File: src/rtl/md_pkg.sv
// Shared encodings for the multiply/divide unit, its decoder and its issue front end.
// No logic: constants and types only.
// No flow control.
package md_pkg;

    // Multiply/divide opcodes; codes 9..15 are undefined and behave as non-md.
    localparam logic [3:0] MD_NONE = 4'd0;
    localparam logic [3:0] MULT    = 4'd1;
    localparam logic [3:0] MULTU   = 4'd2;
    localparam logic [3:0] DIV     = 4'd3;
    localparam logic [3:0] DIVU    = 4'd4;
    localparam logic [3:0] MTHI    = 4'd5;
    localparam logic [3:0] MTLO    = 4'd6;
    localparam logic [3:0] MFHI    = 4'd7;
    localparam logic [3:0] MFLO    = 4'd8;

    // Issue controller states.
    typedef enum logic [1:0] {
        IDLE  = 2'd0,
        ISSUE = 2'd1,
        MTW   = 2'd2,
        WAIT  = 2'd3
    } md_state_t;

endpackage

File: src/rtl/md_class_decode.sv
// Classifies an md opcode into long (mult/div), move-to, move-from and latency class.
// Purely combinational, zero latency.
// No flow control.
module md_class_decode
    import md_pkg::*;
(
    input  logic [3:0] i_op,
    output logic       o_is_long,
    output logic       o_is_mt,
    output logic       o_is_mf,
    output logic       o_lat_sel
);

    // Opcode class lookup; o_lat_sel=1 selects the divide latency.
    always_comb begin
        o_is_long = 1'b0;
        o_is_mt   = 1'b0;
        o_is_mf   = 1'b0;
        o_lat_sel = 1'b0;
        case (i_op)
            MULT, MULTU: o_is_long = 1'b1;
            DIV, DIVU: begin
                o_is_long = 1'b1;
                o_lat_sel = 1'b1;
            end
            MTHI, MTLO:  o_is_mt = 1'b1;
            MFHI, MFLO:  o_is_mf = 1'b1;
            default: ;
        endcase
    end

endmodule

File: src/rtl/md_issue_ctrl.sv
// E-stage issue front end for the multiply/divide unit: start pulse, stall, HI/LO read, watchdog.
// Start and operands are registered (one cycle after the issuing E cycle); stall and mf_data are combinational.
// E stage is stalled while an md op is in flight or the unit is busy; in-flight ops are never cancelled.
module md_issue_ctrl
    import md_pkg::*;
#(
    parameter int MULT_LAT = 5,
    parameter int DIV_LAT  = 10,
    parameter int WD_SLACK = 4
) (
    input  logic        clk,
    input  logic        reset,
    input  logic        e_valid,
    input  logic [3:0]  e_md_op,
    input  logic [31:0] e_rs,
    input  logic [31:0] e_rt,
    input  logic        flush,
    input  logic        mlu_busy,
    input  logic [31:0] mlu_hi,
    input  logic [31:0] mlu_lo,
    output logic        mlu_start,
    output logic [3:0]  mlu_op,
    output logic [31:0] mlu_d1,
    output logic [31:0] mlu_d2,
    output logic        stall_e,
    output logic [31:0] mf_data,
    output logic        md_err,
    output logic [15:0] issue_cnt
);

    localparam int WD_W = 8;
    localparam logic [WD_W-1:0] WD_MULT = WD_W'(MULT_LAT + WD_SLACK);
    localparam logic [WD_W-1:0] WD_DIV  = WD_W'(DIV_LAT + WD_SLACK);

    md_state_t       r_state;
    md_state_t       w_state_next;
    logic            r_start;
    logic [3:0]      r_op;
    logic [31:0]     r_d1;
    logic [31:0]     r_d2;
    logic            r_lat_div;
    logic [WD_W-1:0] r_wd;
    logic            r_err;
    logic [15:0]     r_cnt;

    logic            w_is_long;
    logic            w_is_mt;
    logic            w_is_mf;
    logic            w_lat_sel;
    logic            w_md_req;
    logic            w_stall;
    logic            w_issue;

    md_class_decode u_dec (
        .i_op      (e_md_op),
        .o_is_long (w_is_long),
        .o_is_mt   (w_is_mt),
        .o_is_mf   (w_is_mf),
        .o_lat_sel (w_lat_sel)
    );

    assign w_md_req = e_valid & ~flush & (w_is_long | w_is_mt | w_is_mf);
    assign w_stall  = w_md_req & ((r_state != IDLE) | mlu_busy);
    // mf ops never issue; they only read HI/LO once nothing is in flight.
    assign w_issue  = (r_state == IDLE) & w_md_req & ~w_stall & (w_is_long | w_is_mt);

    // Next-state: long ops wait out the unit, move-to ops take one settle cycle.
    always_comb begin
        w_state_next = r_state;
        case (r_state)
            IDLE: begin
                if (w_issue) begin
                    w_state_next = w_is_long ? ISSUE : MTW;
                end
            end
            MTW:   w_state_next = IDLE;
            ISSUE: w_state_next = WAIT;
            WAIT: begin
                if (!mlu_busy) begin
                    w_state_next = IDLE;
                end
            end
            default: w_state_next = IDLE;
        endcase
    end

    // State register; reset abandons any in-flight op without waiting for busy.
    always_ff @(posedge clk) begin
        if (reset) begin
            r_state <= IDLE;
        end else begin
            r_state <= w_state_next;
        end
    end

    // Issue registers: start is a single pulse, opcode/operands hold until the next issue.
    always_ff @(posedge clk) begin
        if (reset) begin
            r_start   <= 1'b0;
            r_op      <= MD_NONE;
            r_d1      <= '0;
            r_d2      <= '0;
            r_lat_div <= 1'b0;
            r_cnt     <= '0;
        end else begin
            r_start <= w_issue;
            if (w_issue) begin
                r_op      <= e_md_op;
                r_d1      <= e_rs;
                r_d2      <= e_rt;
                r_lat_div <= w_lat_sel;
                r_cnt     <= r_cnt + 16'd1;
            end
        end
    end

    // Watchdog: armed in ISSUE, counts busy cycles in WAIT, flags a sticky error on expiry.
    always_ff @(posedge clk) begin
        if (reset) begin
            r_wd  <= '0;
            r_err <= 1'b0;
        end else begin
            if (r_state == ISSUE) begin
                r_wd <= r_lat_div ? WD_DIV : WD_MULT;
            end else if ((r_state == WAIT) && mlu_busy && (r_wd != '0)) begin
                r_wd <= r_wd - 1'b1;
            end
            if ((r_state == WAIT) && mlu_busy && (r_wd <= WD_W'(1))) begin
                r_err <= 1'b1;
            end
        end
    end

    // Move-from result straight from the unit's HI/LO.
    always_comb begin
        mf_data = '0;
        case (e_md_op)
            MFHI:    mf_data = mlu_hi;
            MFLO:    mf_data = mlu_lo;
            default: mf_data = '0;
        endcase
    end

    assign mlu_start = r_start;
    assign mlu_op    = r_op;
    assign mlu_d1    = r_d1;
    assign mlu_d2    = r_d2;
    assign stall_e   = w_stall;
    assign md_err    = r_err;
    assign issue_cnt = r_cnt;

endmodule
File: config.mk
export PLATFORM = sky130hd
export DESIGN_NAME = md_issue_ctrl
export DESIGN_NICKNAME = d
export VERILOG_FILES = /design/src/rtl/md_pkg.sv /design/src/rtl/md_class_decode.sv /design/src/rtl/md_issue_ctrl.sv
export SDC_FILE = /design/constraint.sdc
export NUM_CORES = 1
export LEC_CHECK = 0
export CORE_AREA = 4 4 105 107
export CTS_BUF_LIST = sky130_fd_sc_hd__clkbuf_8
export DETAILED_ROUTE_END_ITERATION = 12
export DIE_AREA = 0 0 109 111
export PLACE_DENSITY_LB_ADDON = 0.2
export SKIP_LAST_GASP = 1
export SLEW_MARGIN = 20
export SYNTH_ARGS = -nofsm -noshare
export SYNTH_HDL_FRONTEND = slang
export SYNTH_SLANG_ARGS = --single-unit
export TNS_END_PERCENT = 10
File: constraint.sdc
create_clock -name clk -period 4.3 [get_ports clk]
set_input_delay 1.29 -clock clk [delete_from_list [all_inputs] [get_ports clk]]
set_output_delay 1.29 -clock clk [all_outputs]
set_load 0.1 [all_outputs]
==> results.toml, run 1 <==
[logic_synthesis]
synth_ff_type = "dfxtp_1"
yosysTopAreaCellShare_pct = 47.4
yosysTopAreaCell = "dfxtp_1"
ys_ff_latch = 97
synth_edf_count = 0
yosysUniqueCellTypes = 38
avgSynthCellArea_sq_um = 7.96
synth_most_common_cell = "nand2_1"
synth_cells = 514
syn_nets = 654
yosysWarnings = 0
synth_area_leaders = "dfxtp_1, nand2_1, a21oi_1"
yosysSeqAreaShare_pct = 47.4
syn-cell-area_sq_um = 4090
yosys-top-cells-count = "nand2_1, dfxtp_1, a21oi_1, clkbuf_1, a22o_1"
async_flop_share_pct = 0

[critical_path]
crit_path_top_delay_cell = "clkdlybuf4s50_1"
cpLargestDelayFamily = "buffers and inverters"
worstPathMaxFanout = 32
r2r-start = "r_state[1]"
crit_top_cell = "buf_12"
reg2regPathDepth = 4
worstReg2RegEnd = "issue_cnt[15]"
critPathMaxStageDelay_ns = 0.44
crit_chain = "clkdlybuf4s50_1, or3_1, nor2_2, buf_12, a22o_1, buf_12"
cp-end-kind = "output pin"
crit_path_start_kind = "primary input"
cp_num_buf_inv = 3
critPathRequiredTime_ns = 3.01
arrival_ns = 2.93
reg2reg_setup_slack_ns = 2.09
crit_type = "primary input to output pin"

[route]
avgRoutedWirePerCell_um = 16.5
drt-vias-per-instance = 5.13
drtIter0Drc = 194
vias = 4600
antenna_left = 0
drt-pass1-iter-count = 6
totalWireLength_um = 14800
drc = 0

[hold_path]
hold_depth = 2
hold_start = "mlu_d2[1]"
hold_end = "mlu_d2[1]"
hold_path_class = "flop to flop"

[timing]
min_period_ns = 4.22
skew_ns = 0.0108
fin_setup_tns_ns = 0
fin_crit_sh_pct = 98.2
relSlewSlack_pct = 29.8
fmax_mhz = 237
finalWorstSetupSlack_ns = 0.0759
tightest_slew_ns = 1.05
rsz0062_at_grt = "false"
final-setup-viol-count = 0
finalHoldViolCount = 0
drv_slew = 0

[floorplan]
die_h_um = 111
dieWidth_um = 109
die_area_sq_um = 12100
start_util_pct = 40.4
ios = 256
num_rows = 37
core_area_sq_um = 10100

[global_routing]
grt_max_degree = 100
antenna_found_initial = 0
grt_most_used_layer = "met2"
grtUsageMet2_pct = 42.1
grt_util_met1_pct = 25.8
grt_pass1_vias = 4518
grt.total_usage_pct = 23.7
grt_use_met3_pct = 9.73
gr-total-overflow = 0
grt_pass1_wl_um = 22900

[pwr]
p_leak_nw = 2.52
vdd_drop_max_mv = 0.197
p_per_area_nw_per_um2 = 260

[final_layout]
drive_above_1_share_pct = 9.21
area_growth_pct = 78.7
diodes = 0
nets = 895

[cts]
post_cts_resized = 0
hold_buffers = 0
root_buffer = "clkbuf_8"
worstSkewPairLatency_ns = 0.36
clock-sinks = 97
post_cts_buffers = 0
cts_buffer_depth = 2
cts_max_level = 3
cts_tree = "yes"
cts_inserted_buffers = 9
path_clk_slew_ns = 0.10

[flow_run]
maxCapViolations = 0

[placed_design]
dp_hpwl_um = 11400
port_buffers = 255
place_ws_ns = 0.0820
gp_congestion = 0.928

[run_status]
status = "finished clean"
-- through the flow --
stage	cells	util [%]	power, mW	hold slack, ns	area, sq um
after global placement	880	70.4	1.37	0.438	7140
after floorplan	514	-	1.16	0.459	4110
final	896	72.1	1.90	0.457	7310
after CTS	896	72.1	1.92	0.458	7310
after global routing	896	72.1	1.97	0.473	7310
after detailed placement	880	70.4	1.38	0.446	7140
-- metal layers --
| metal | vias to the layer above | part of all wire (%) |
|---|---|---|
| met5 | - | 0 |
| met4 | 0 | 1.5 |
| met3 | 22 | 9.4 |
| met2 | 139 | 51 |
| met1 | 2159 | 38 |
| li1 | 2280 | - |
-- sequential cells by signal, indices dropped and copies added (netlist names) --
signal and flops:
issue_cnt 16, r_wd 8, r_lat_div 1, r_state 2
mlu_d2 32, md_err 1, mlu_d1 32, mlu_op 4
mlu_start 1
-- how the worst max path moves through the flow --
stage	endpoint	slack, ns	start	cells past startpoint
final	mf_data[4]	0.08	e_md_op[1]	6
after global routing	mf_data[25]	0.009	e_md_op[1]	6
after CTS	mf_data[4]	0.08	e_md_op[1]	6
after detailed placement	mf_data[4]	0.08	e_md_op[1]	6
after global placement	stall_e	0.10	e_md_op[0]	5
after floorplan	mf_data[11]	-0.09	e_md_op[0]	5
-- cell families after synthesis --
group	after synthesis	synth area share (%)
XOR/XNOR	2	0.428
adder cells (fa/ha/maj)	3	0.917
buffers and inverters	47	4.55
AO/OA/AOI/OAI	146	22.2
multiplexers	4	1.01
flip-flops	97	47.4
AND/OR/NAND/NOR	215	23.4
-- power by group --
part / switching [mW] / total [mW] / internal (mW)
logic: 0.250 / 0.441 / 0.191
registers: 0.00735 / 0.918 / 0.910
clock network: 0.325 / 0.540 / 0.216
total: 0.582 / 1.90 / 1.32
-- cell usage in the layout (no fill, tap or decap), types with 3 or more instances in the layout --
cell,n
buf_12,35
a211oi_1,4
nand2_1,145
clkdlybuf4s50_1,221
nand3_1,12
a22o_1,30
o21ai_0,8
mux2i_1,3
nor3_1,9
nor2_1,9
clkbuf_8,9
or3_1,7
inv_1,10
ha_1,3
inv_6,4
a21oi_1,84
buf_4,12
nor3b_1,4
o31ai_1,9
or4_1,9
dfxtp_1,97
nand4_1,6
-- worst reg2reg max path, stage by stage (launching register included) --
cell     delay (ns)
dfxtp_1        0.38
or3_1          0.39
or4_1          0.69
nor4_1         0.29
mux2_2         0.37
-- final cells by class --
type,count,area [sq um]
clock buffers,9,124
inverters,9,33.8
well taps,136,170
clock inverters,7,51.3
multi-input cells,370,1990
fillers,786,2830
flip-flops and latches,97,1940
repair buffers,268,3000
No activity file was read; power rests on OpenSTA's default activity.
==> run 2: changes to the inputs <==
- CORE_AREA: 4 4 105 107 -> 10 10 111 113
- DIE_AREA: 0 0 109 111 -> 0 0 121 123
- REMOVE_ABC_BUFFERS: default -> 1
==> results.toml, run 2 (synthesis results as in run 1) <==
[run_status]
status = "finished clean"

[timing]
min_period_ns = 4.23
relSlewSlack_pct = 29.3
finalHoldViolCount = 0
rsz0062_at_grt = "false"
final-setup-viol-count = 0
skew_ns = 0.00974
fin_hold_ws_ns = 0.459
tightest_slew_ns = 1.06
fmax_mhz = 236
drv_slew = 0
fin_crit_sh_pct = 98.5
fin_setup_tns_ns = 0

[route]
drc = 0
avgRoutedWirePerCell_um = 20.4
totalWireLength_um = 18300
vias = 4692
drtIter0Drc = 378
drt-pass1-iter-count = 5
antenna_left = 0
drt-vias-per-instance = 5.24

[placed_design]
port_buffers = 255
gp_congestion = 1.14
dp_hpwl_um = 14800
dp.cells = 879

[hold_path]
hold_path_class = "flop to flop"

[global_routing]
grt.total_usage_pct = 23.3
grt_pass1_vias = 4540
grt_max_degree = 49
gr-total-overflow = 0
antenna_found_initial = 0
grt_pass1_wl_um = 26600

[critical_path]
crit_path_top_delay_cell = "clkdlybuf4s50_1"
crit_chain = "clkdlybuf4s50_1, or3_4, nor2_2, buf_12, a22o_1, buf_12"
cp-end-kind = "output pin"
arrival_ns = 2.94
critPathRequiredTime_ns = 3.01
crit_type = "primary input to output pin"
crit_path_start_kind = "primary input"
crit_top_cell = "buf_12"
critPathMaxStageDelay_ns = 0.44
worstPathMaxFanout = 32

[floorplan]
dieWidth_um = 121
ios = 256
core_area_sq_um = 10100
num_rows = 37
die_h_um = 123
die_area_sq_um = 14900
start_util_pct = 40.4

[pwr]
power_frac_comb_pct = 23.3
p_int_mw = 1.32
vdd_drop_max_mv = 0.183
pwr-share-seq_pct = 48.0
net-switching-power_mw = 0.596
p_per_area_nw_per_um2 = 263
p_clk_share_pct = 28.7
p_leak_nw = 2.51
swShare_pct = 31.2

[cts]
cts_inserted_buffers = 9
cts_max_level = 3
hold_buffers = 0
path_clk_slew_ns = 0.09
clock-sinks = 97
root_buffer = "clkbuf_8"
cts_tree = "yes"
worstSkewPairLatency_ns = 0.36
cts_buffer_depth = 2
post_cts_buffers = 0
post_cts_resized = 1

[final_layout]
fin_cells = 895
diodes = 0
drive_above_1_share_pct = 9.09
layout_common_cells = "clkdlybuf4s50_1, nand2_1, dfxtp_1"
area_growth_pct = 78.0
nets = 894
layout_commonest_cell = "clkdlybuf4s50_1"

[flow_run]
maxCapViolations = 0
[run 2: final cells by class]
class                   count  area (sq um)
clock buffers               9           124
clock inverters             7          53.8
fillers                   741          2850
inverters                   9          33.8
multi-input cells         370          1980
flip-flops and latches     97          1940
well taps                 136           170
repair buffers            267          2990
[run 2: power groups by stage]
stage               Sequential, mW  Clock (mW)  Combinational (mW)
floorplan                     1.02           0               0.118
global placement             0.938           0               0.443
detailed placement           0.939           0               0.444
CTS                          0.918       0.562               0.446
global route                 0.920       0.598               0.463
finish                       0.918       0.549               0.446
[run 2: metal layers]
layer	global-route usage, %	up-vias	share of wire [%]
li1	-	2280	-
met3	11.3	17	11
met1	25.5	2194	36
met2	39.9	201	51
met4	5.35	0	1.5
met5	0	-	0
[run 2: path summary, 6_finish.rpt]
path / from / to / slack (ns) / cells after the start
hold / removal: mlu_d1[5] / mlu_d1[5] / 0.46 / 2
hold reg to reg: mlu_d1[5] / mlu_d1[5] / 0.46 / 2
setup / recovery: e_md_op[0] / mf_data[2] / 0.07 / 6
setup reg to reg: r_state[1] / issue_cnt[3] / 2.11 / 5
[run 2: critical path: cells and delay by family]
family                 cells  cell delay [ns]
AND/OR/NAND/NOR            2             0.58
buffers and inverters      3             0.83
AO/OA/AOI/OAI              1             0.22
[run 2: through the flow]
step | total power, mW | cell area [sq um] | utilization, % | setup WS (ns)
floorplan | 1.14 | 3940 | - | -2.02
global placement | 1.38 | 7100 | 70.1 | 0.00754
detailed placement | 1.38 | 7100 | 70.1 | 0.0133
CTS | 1.93 | 7290 | 71.9 | 0.0634
global route | 1.98 | 7290 | 71.9 | 0.0165
finish | 1.91 | 7290 | 71.9 | 0.0666
==> variant, RTL diff (settings of run 1) <==
The localparam `WD_W` goes from 8 to 12.
--- a/src/rtl/md_issue_ctrl.sv
+++ b/src/rtl/md_issue_ctrl.sv
@@ -28,7 +28,7 @@
     output logic [15:0] issue_cnt
 );
 
-    localparam int WD_W = 8;
+    localparam int WD_W = 12;
     localparam logic [WD_W-1:0] WD_MULT = WD_W'(MULT_LAT + WD_SLACK);
     localparam logic [WD_W-1:0] WD_DIV  = WD_W'(DIV_LAT + WD_SLACK);
 
Check against the original RTL: no difference found for any inputs over 4 cycles, from zero or initial values and one cycle with reset high; that may be too few to reach the edited logic, so the function may still have changed.
==> variant against run 1 <==
Sequential power up 4.0%; area after synthesis up 4.6%; highest routed layer unchanged; sequential cell count up 4; wire length up 8.6%; final area up 2.3%; setup slack better by 0.088 ns; total power up 2.5%; cell count up 1.9%.
==> variant: results (changes against run 1) <==
.. list-table::
   :header-rows: 1

   * - Metric
     - Value
   * - All-layer global routing usage
     - 0.263 (+0.0255)
   * - Number of buffers inserted by port buffering
     - 255 (unchanged)
   * - Skew-Pair Late Insertion Delay
     - 0.36 ns (about the same)
   * - Cell at the slowest stage of the critical path
     - clkdlybuf4s50_1
   * - Buffer levels on the longest clock path
     - 2 (unchanged)
   * - Reg2reg start
     - r_wd[1]$_SDFFE_PP0P_
   * - Largest net degree at the start of global routing
     - 62 (-38%)
   * - Count of routing violations after the opening detailed-route iteration
     - 283 (+46%)
   * - Vias per std cell
     - 5.23 (+1.9%)
   * - Slew at the pin with the worst max-slew slack
     - 1.04 ns (-0.00748 ns)
   * - CTS Root Cell
     - clkbuf_8
   * - Internal power of the cells
     - 1.35 mW (+2.6%)
   * - First-pass GRT wire length
     - 25100 um (+9.7%)
   * - Post-Syn Area per Cell
     - 8.02 sq um (+0.70%)
   * - Launch point of the critical path
     - e_md_op[2]
   * - Number of diodes
     - 0 (unchanged)
   * - Reg clk slew, reported paths
     - 0.09 ns
   * - CP Data Arrival Time
     - 2.85 ns (-0.08 ns)
   * - Vias in the first global route
     - 5010 (+11%)
   * - Dpl hpwl
     - 12300 um (+8.4%)
   * - CTS HTree Levels
     - 3 (unchanged)
   * - Number of antenna violations at the first check in global routing
     - 0 (unchanged)
   * - Highest fanout seen on the critical path
     - 32 (unchanged)
   * - Total detailed-routing wirelength
     - 16100 um (+8.6%)
   * - Finished Layout Cells
     - 913 (+1.9%)
   * - Status
     - finished clean
   * - Fin Clk Skew
     - 0.0155 ns (+0.00467 ns)
   * - Top cell types by occurrence after synthesis
     - nand2_1, dfxtp_1, a21oi_1
   * - First-pass iteration count of the detailed router
     - 5 (-1)
   * - Inst Count DP
     - 898 (+2.0%)
   * - Post-synthesis async set-or-reset flop share
     - 0 (unchanged)
   * - Share of post-route cells with drive strength above 1
     - 0.0875 (-0.00459)
   * - Horizontal extent of the die
     - 109 um (unchanged)
   * - Worst VDD drop
     - 0.000144 V (-27%)
   * - Post-CTS setup buffers
     - 0 (unchanged)
   * - Largest stage delay on the critical path
     - 0.48 ns (+0.04 ns)
   * - HP Class
     - flop to flop
   * - Weighted congestion at the end of routability-driven global placement
     - 0.962 (+3.7%)
   * - Synthesized Nets
     - 674 (+3.1%)
   * - Static Leakage
     - 2.56 nW (+1.8%)
   * - Number of buffers created by CTS
     - 9 (unchanged)
   * - CP delay by family, top
     - buffers and inverters
   * - Launch instance of the worst min-delay path
     - mlu_d2[22]$_SDFFE_PP0P_
   * - Fraction of the yosys area taken by sequential cells
     - 0.472 (-0.00223)
   * - Largest cells by area after synthesis
     - dfxtp_1, nand2_1, a21oi_1
   * - Synthesis warning total
     - 0 (unchanged)
   * - Yosys cell types
     - 41 (+7.9%)
   * - Placed inst area
     - 0.00730 sq mm (+2.3%)
## variant: cell count changes in the layout (fill, tap and decap cells not counted), sizes merged, moves of 4 or more
cell,run 1,this run
nor3,9,3
inv,14,8
nand2,145,150
a21oi,84,91
or4,9,15
dfxtp,97,101
## variant: logic make-up (layout without fill, tap and decap cells)
family                   after synthesis  count (layout)  synth area share
AO/OA/AOI/OAI                        156             156             0.224
XOR/XNOR                               1               1           0.00205
adder cells (fa/ha/maj)                3               3           0.00877
buffers and inverters                 42             285            0.0394
flip-flops                           101             101             0.472
multiplexers                           2               2           0.00468
AND/OR/NAND/NOR                      229             229             0.248
## variant: per-layer routing
| metal | vias up | global-route usage | share of wire |
|---|---|---|---|
| li1 | 2354 | - | - |
| met1 | 2191 | 0.269 | 0.35 |
| met2 | 195 | 0.464 | 0.52 |
| met3 | 36 | 0.103 | 0.091 |
| met4 | 0 | 0.116 | 0.039 |
| met5 | - | 0 | 0 |
## variant: path summary, 6_finish.rpt
kind | end | slack (ns) | cells past startpoint
setup / recovery | mf_data[26] | 0.16 | 7
setup reg to reg | r_wd[8]$_SDFFE_PP0P_ | 2.29 | 6
hold / removal | mlu_d2[22]$_SDFFE_PP0P_ | 0.46 | 2
hold reg to reg | mlu_d2[22]$_SDFFE_PP0P_ | 0.46 | 2
## variant: timing repair
action | in CTS | in global routing
endpoints found under the hold margin | 0 | 0
gates resized for setup | 0 | 1
endpoints found under the setup margin | 0 | 32
## variant: layout make-up
| type | count | area [sq um] |
|---|---|---|
| clock buffer | 9 | 124 |
| clock inverter | 6 | 48.8 |
| fill | 762 | 2660 |
| inverter | 4 | 15.0 |
| multi-input combinational | 391 | 2110 |
| sequential | 101 | 2020 |
| tap | 136 | 170 |
| timing repair buffer | 266 | 2990 |
## variant: power groups by stage
stage               Clock (mW)  Combinational [mW]  Sequential (mW)
floorplan                    0               0.133             1.06
global placement             0               0.433            0.976
detailed placement           0               0.437            0.977
CTS                      0.565               0.438            0.955
global route             0.601               0.456            0.957
finish                   0.553               0.438            0.955
## variant: stage by stage
step | utilization | setup slack, ns
detailed placement | 0.720 | 0.116
global route | 0.738 | 0.0344
floorplan | - | 0.0219
CTS | 0.737 | 0.101
finish | 0.738 | 0.164
global placement | 0.720 | 0.124
## variant: worst register-to-register path: stages (launching register included)
cell and delay (ns):
dfxtp_1 0.33, inv_1 0.09, ha_1 0.21, nor3b_1 0.33
nand2_1 0.19, or4_2 0.67, a21oi_1 0.14
